## src/rtl/base_crdt_gate.sv

```systemverilog
// Credit-gated valid/ready stage with a single registered output.
// Loads its credit budget after reset and reclaims one credit per return pulse.
module base_crdt_gate #(
    parameter int width  = 8,
    parameter int cwidth = 4
) (
    input  logic              clk,
    input  logic              reset,
    input  logic [cwidth-1:0] i_init,
    input  logic              i_v,
    output logic              i_r,
    input  logic [width-1:0]  i_d,
    output logic              o_v,
    input  logic              o_r,
    output logic [width-1:0]  o_d,
    input  logic              i_crd_rtn,
    output logic [cwidth-1:0] o_crd,
    output logic              o_err
);

    typedef enum logic {
        LOAD = 1'b0,
        RUN  = 1'b1
    } state_t;

    state_t            state_q, state_d;
    logic [cwidth-1:0] cnt_q, cnt_d;
    logic [cwidth-1:0] init_q, init_d;
    logic              ov_q, ov_d;
    logic [width-1:0]  od_q, od_d;
    logic              err_q, err_d;
    logic              rdy;
    logic              acc;

    // State, credit count, captured limit and output register
    always_ff @(posedge clk) begin
        if (reset) begin
            state_q <= LOAD;
            cnt_q   <= '0;
            init_q  <= '0;
            ov_q    <= 1'b0;
            od_q    <= '0;
            err_q   <= 1'b0;
        end else begin
            state_q <= state_d;
            cnt_q   <= cnt_d;
            init_q  <= init_d;
            ov_q    <= ov_d;
            od_q    <= od_d;
            err_q   <= err_d;
        end
    end

    // Next-state: load budget once, then gate traffic on remaining credit
    always_comb begin
        state_d = state_q;
        cnt_d   = cnt_q;
        init_d  = init_q;
        ov_d    = ov_q;
        od_d    = od_q;
        err_d   = err_q;
        rdy     = 1'b0;
        acc     = 1'b0;
        unique case (state_q)
            LOAD: begin
                state_d = RUN;
                cnt_d   = i_init;
                init_d  = i_init;
                if (i_crd_rtn) begin
                    err_d = 1'b1;
                end
            end
            RUN: begin
                rdy = (cnt_q != '0) & (~ov_q | o_r);
                acc = i_v & rdy;
                if (acc) begin
                    od_d = i_d;
                    ov_d = 1'b1;
                end else if (o_r) begin
                    ov_d = 1'b0;
                end
                if (acc & ~i_crd_rtn) begin
                    cnt_d = cnt_q - cwidth'(1);
                end else if (i_crd_rtn & ~acc) begin
                    // A return with the full budget already present is bogus
                    if (cnt_q == init_q) begin
                        err_d = 1'b1;
                    end else begin
                        cnt_d = cnt_q + cwidth'(1);
                    end
                end
            end
            default: state_d = LOAD;
        endcase
    end

    assign i_r   = rdy;
    assign o_v   = ov_q;
    assign o_d   = od_q;
    assign o_crd = cnt_q;
    assign o_err = err_q;

endmodule

```

## config.mk

```make
export PLATFORM = sky130hd
export DESIGN_NAME = base_crdt_gate
export DESIGN_NICKNAME = d
export VERILOG_FILES = /design/src/rtl/base_crdt_gate.sv
export SDC_FILE = /design/constraint.sdc
export NUM_CORES = 1
export LEC_CHECK = 0
export CAP_MARGIN = 20
export CORE_ASPECT_RATIO = 0.8
export CORE_UTILIZATION = 44
export DETAILED_ROUTE_END_ITERATION = 16
export PLACE_DENSITY = 0.77
export SKIP_LAST_GASP = 1
export SYNTH_ARGS = -nofsm -noshare
export SYNTH_HDL_FRONTEND = slang
export SYNTH_SLANG_ARGS = --single-unit
```

## constraint.sdc

```tcl
create_clock -name clk -period 2.68 [get_ports clk]
set_clock_uncertainty 0.2 [all_clocks]
set_input_delay 0.67 -clock clk [delete_from_list [all_inputs] [get_ports clk]]
set_output_delay 0.67 -clock clk [all_outputs]
set_load 0.02 [all_outputs]
```

==> out/results.txt <==
First-pass iteration count of the detailed router -> 4
Std cell rows -> 14
Slew Viols, Final -> 0
Final #Nets -> 178
Register area share after synthesis -> 38.7%
DP Wirelength -> 1890 µm
Worst path arrival time -> 2.64 ns
Initial antenna violation count -> 0
Top post-synthesis cells by area -> dfxtp_1 (39%), a21oi_1 (8.2%), nand2_1 (6.9%)
R2r startpoint -> o_crd[3]
Total power -> 694 µW
PortBufs -> 31
Leakage -> 0.000536 µW
Fmax -> 384 MHz
Die height -> 44.3 µm
Die Width -> 54.8 µm
Syn-to-layout area delta -> 45.7%
Syn Area/Cell -> 8.18 µm²
Netlist cell types -> 34
Reg2reg setup slack -> 0.45 ns
Final setup viols -> 0
Post-route non-filler standard cell count -> 183
Slew headroom -> 77.8%
N_diodes -> 0
Drt via density -> 5.54
Pin count of the biggest net entering global routing -> 26
Hold Fails Final Rpt -> 0
Period utilization -> 97.1%
Ports -> 32
Routed Antenna Nets -> 0
#FFs+latches synth -> 19
Worst-Margin Slew -> 0.332 ns
Post-CTS Setup Inserts -> 0
EDFF count, synth -> 0
Worst Hold Class -> reg2reg
Final wirelength -> 2510 µm
Layout cells sized above 1 -> 17.6%
Synth area leader -> dfxtp_1
Hold Buf Count CTS -> 0
Root Buffer -> clkbuf_4
H-tree lvl count -> 1
Net count after synthesis -> 138
DR WL/cell -> 13.7 µm
Core area -> 2000 µm²
First-pass GRT wire length -> 3760 µm
Worst Hold End -> o_d[5]
Crit path capture type -> flop
RSZ-0062 raised after global routing -> no
Post-synth ARST share -> 0%
Placed Cells -> 179
Vias in the first global route -> 861
Yosys top cell area share -> 38.7%
Worst-skew pair later-pin latency -> 0.30 ns
Syn Inst Count -> 120
Total die area -> 2430 µm²
Total grt overflow -> 0
Clk pin slew, worst setup/hold paths -> 0.10 ns
Critical Path RT -> 2.71 ns
Mapped Area -> 982 µm²
Worst Setup SP -> i_v
Ys flop type -> dfxtp_1
Dpl ws -> -0.332 ns
Initial Util -> 49.2%
Period minus WS final -> 2.60 ns
Clock Tree Buf Depth -> 2
Synth warn -> 0
Status -> completed
Max-cap violations -> 0
R2R depth -> 9
GRT Util Overall -> 22.3%
HP Start -> o_d[5]
Initial drt markers -> 15
Crit start category -> input pin
Number of CTS-inserted buffers -> 3
CP Max Fanout -> 4
Pwr Density -> 485 nW/µm²
Hold path cells -> 2
Clk sinks -> 19
Final WS setup -> 0.0769 ns
RD Place Congestion -> 0.846
Reg2reg end -> o_crd[2]
CTS tree -> built
VDD IR-drop max -> 395 µV
Vias -> 1,013
Critical path class -> in2reg
DRC errors left -> 0
==> worst max-delay path by stage <==
| stage | endpoint | slack [ns] | depth (start not counted) |
|---|---|---|---|
| after global routing | o_crd[2] | 0.01 | 10 |
| after detailed placement | o_crd[2] | -0.33 | 10 |
| after floorplan | o_crd[2] | 0.13 | 9 |
| final | o_crd[2] | 0.08 | 10 |
| after global placement | i_r | -0.22 | 4 |
| after CTS | o_crd[2] | 0.004 | 10 |
==> synth_stat cells, types with 3 or more instances <==
cell type and instances:
nand2_1 18, mux2i_1 4, dfxtp_1 19, clkbuf_1 7, nor2b_1 3, xnor2_1 4, nand3_1 10, nor3_1 3
nor2_1 7, a21oi_1 16
==> flip-flops by register name, summed over array words and instances, names as in the netlist <==
register / cells
o_v: 1
state_q: 1
o_err: 1
o_d: 8
init_q: 4
o_crd: 4
==> worst max-delay path: stages <==
cell,delay [ns]
clkdlybuf4s50_1,0.47
nor2b_2,0.15
nand2_1,0.12
nor3_2,0.12
a21o_1,0.13
ha_4,0.15
a311oi_1,0.06
a31oi_1,0.15
or4b_4,0.48
o221ai_2,0.13
==> area by class of cell <==
type | count | area, µm²
Multi-Input combinational cell | 89 | 572
Tap cell | 24 | 30.0
Timing Repair Buffer | 45 | 415
Sequential cell | 19 | 380
Clock buffer | 4 | 26.3
Fill cell | 165 | 566
Inverter | 2 | 7.51
==> cell usage in the layout, fill, tap and decap left out, types with 3 or more instances in the layout <==
master,Yosys,routed
nor2_1,7,7
a21oi_1,16,15
nand3_1,10,10
mux2i_1,4,4
buf_4,1,14
xnor2_1,4,4
clkbuf_4,0,3
nand2_1,18,18
dfxtp_1,19,19
clkdlybuf4s50_1,0,30
==> kinds of logic after synthesis <==
logic type / Yosys count / synth area share [%]
DFF: 19 / 38.7
buffers and inverters: 12 / 5.86
adders and majority gates: 1 / 1.27
and+or+nand+nor: 53 / 27.1
AOI/OAI and AO/OA: 27 / 19.4
muxes: 4 / 4.08
xor gates and xnor gates: 4 / 3.57
==> what timing repair did <==
item	4_1_cts	5_1_grt
pin swaps	0	0
endpoints found under the setup margin	2	2
gates resized for setup	2	6
cloned	0	0
==> layer usage <==
layer  GRT usage [%]  share of wire (%)
met5               0                  0
met4            6.15               0.84
met3            6.19                6.8
met2            36.6                 49
met1            28.3                 43
==> report_power, final <==
group	total (µW)	switching, µW	internal [µW]
logic	237	119	118
registers	312	10.8	301
clock network	145	87.3	58.1
==> per-stage QoR <==
| stage | hold slack (ns) | instance area [µm²] | TNS (ns) | util [%] |
|---|---|---|---|---|
| global route | 0.284 | 1430 | 0 | 71.7 |
| floorplan | 0.258 | 982 | 0 | - |
| CTS | 0.262 | 1410 | 0 | 70.4 |
| global placement | 0.243 | 1380 | -0.436 | 69.0 |
| detailed placement | 0.247 | 1380 | -0.544 | 69.0 |
| finish | 0.257 | 1430 | 0 | 71.7 |
(Power assumes the default switching activity.)
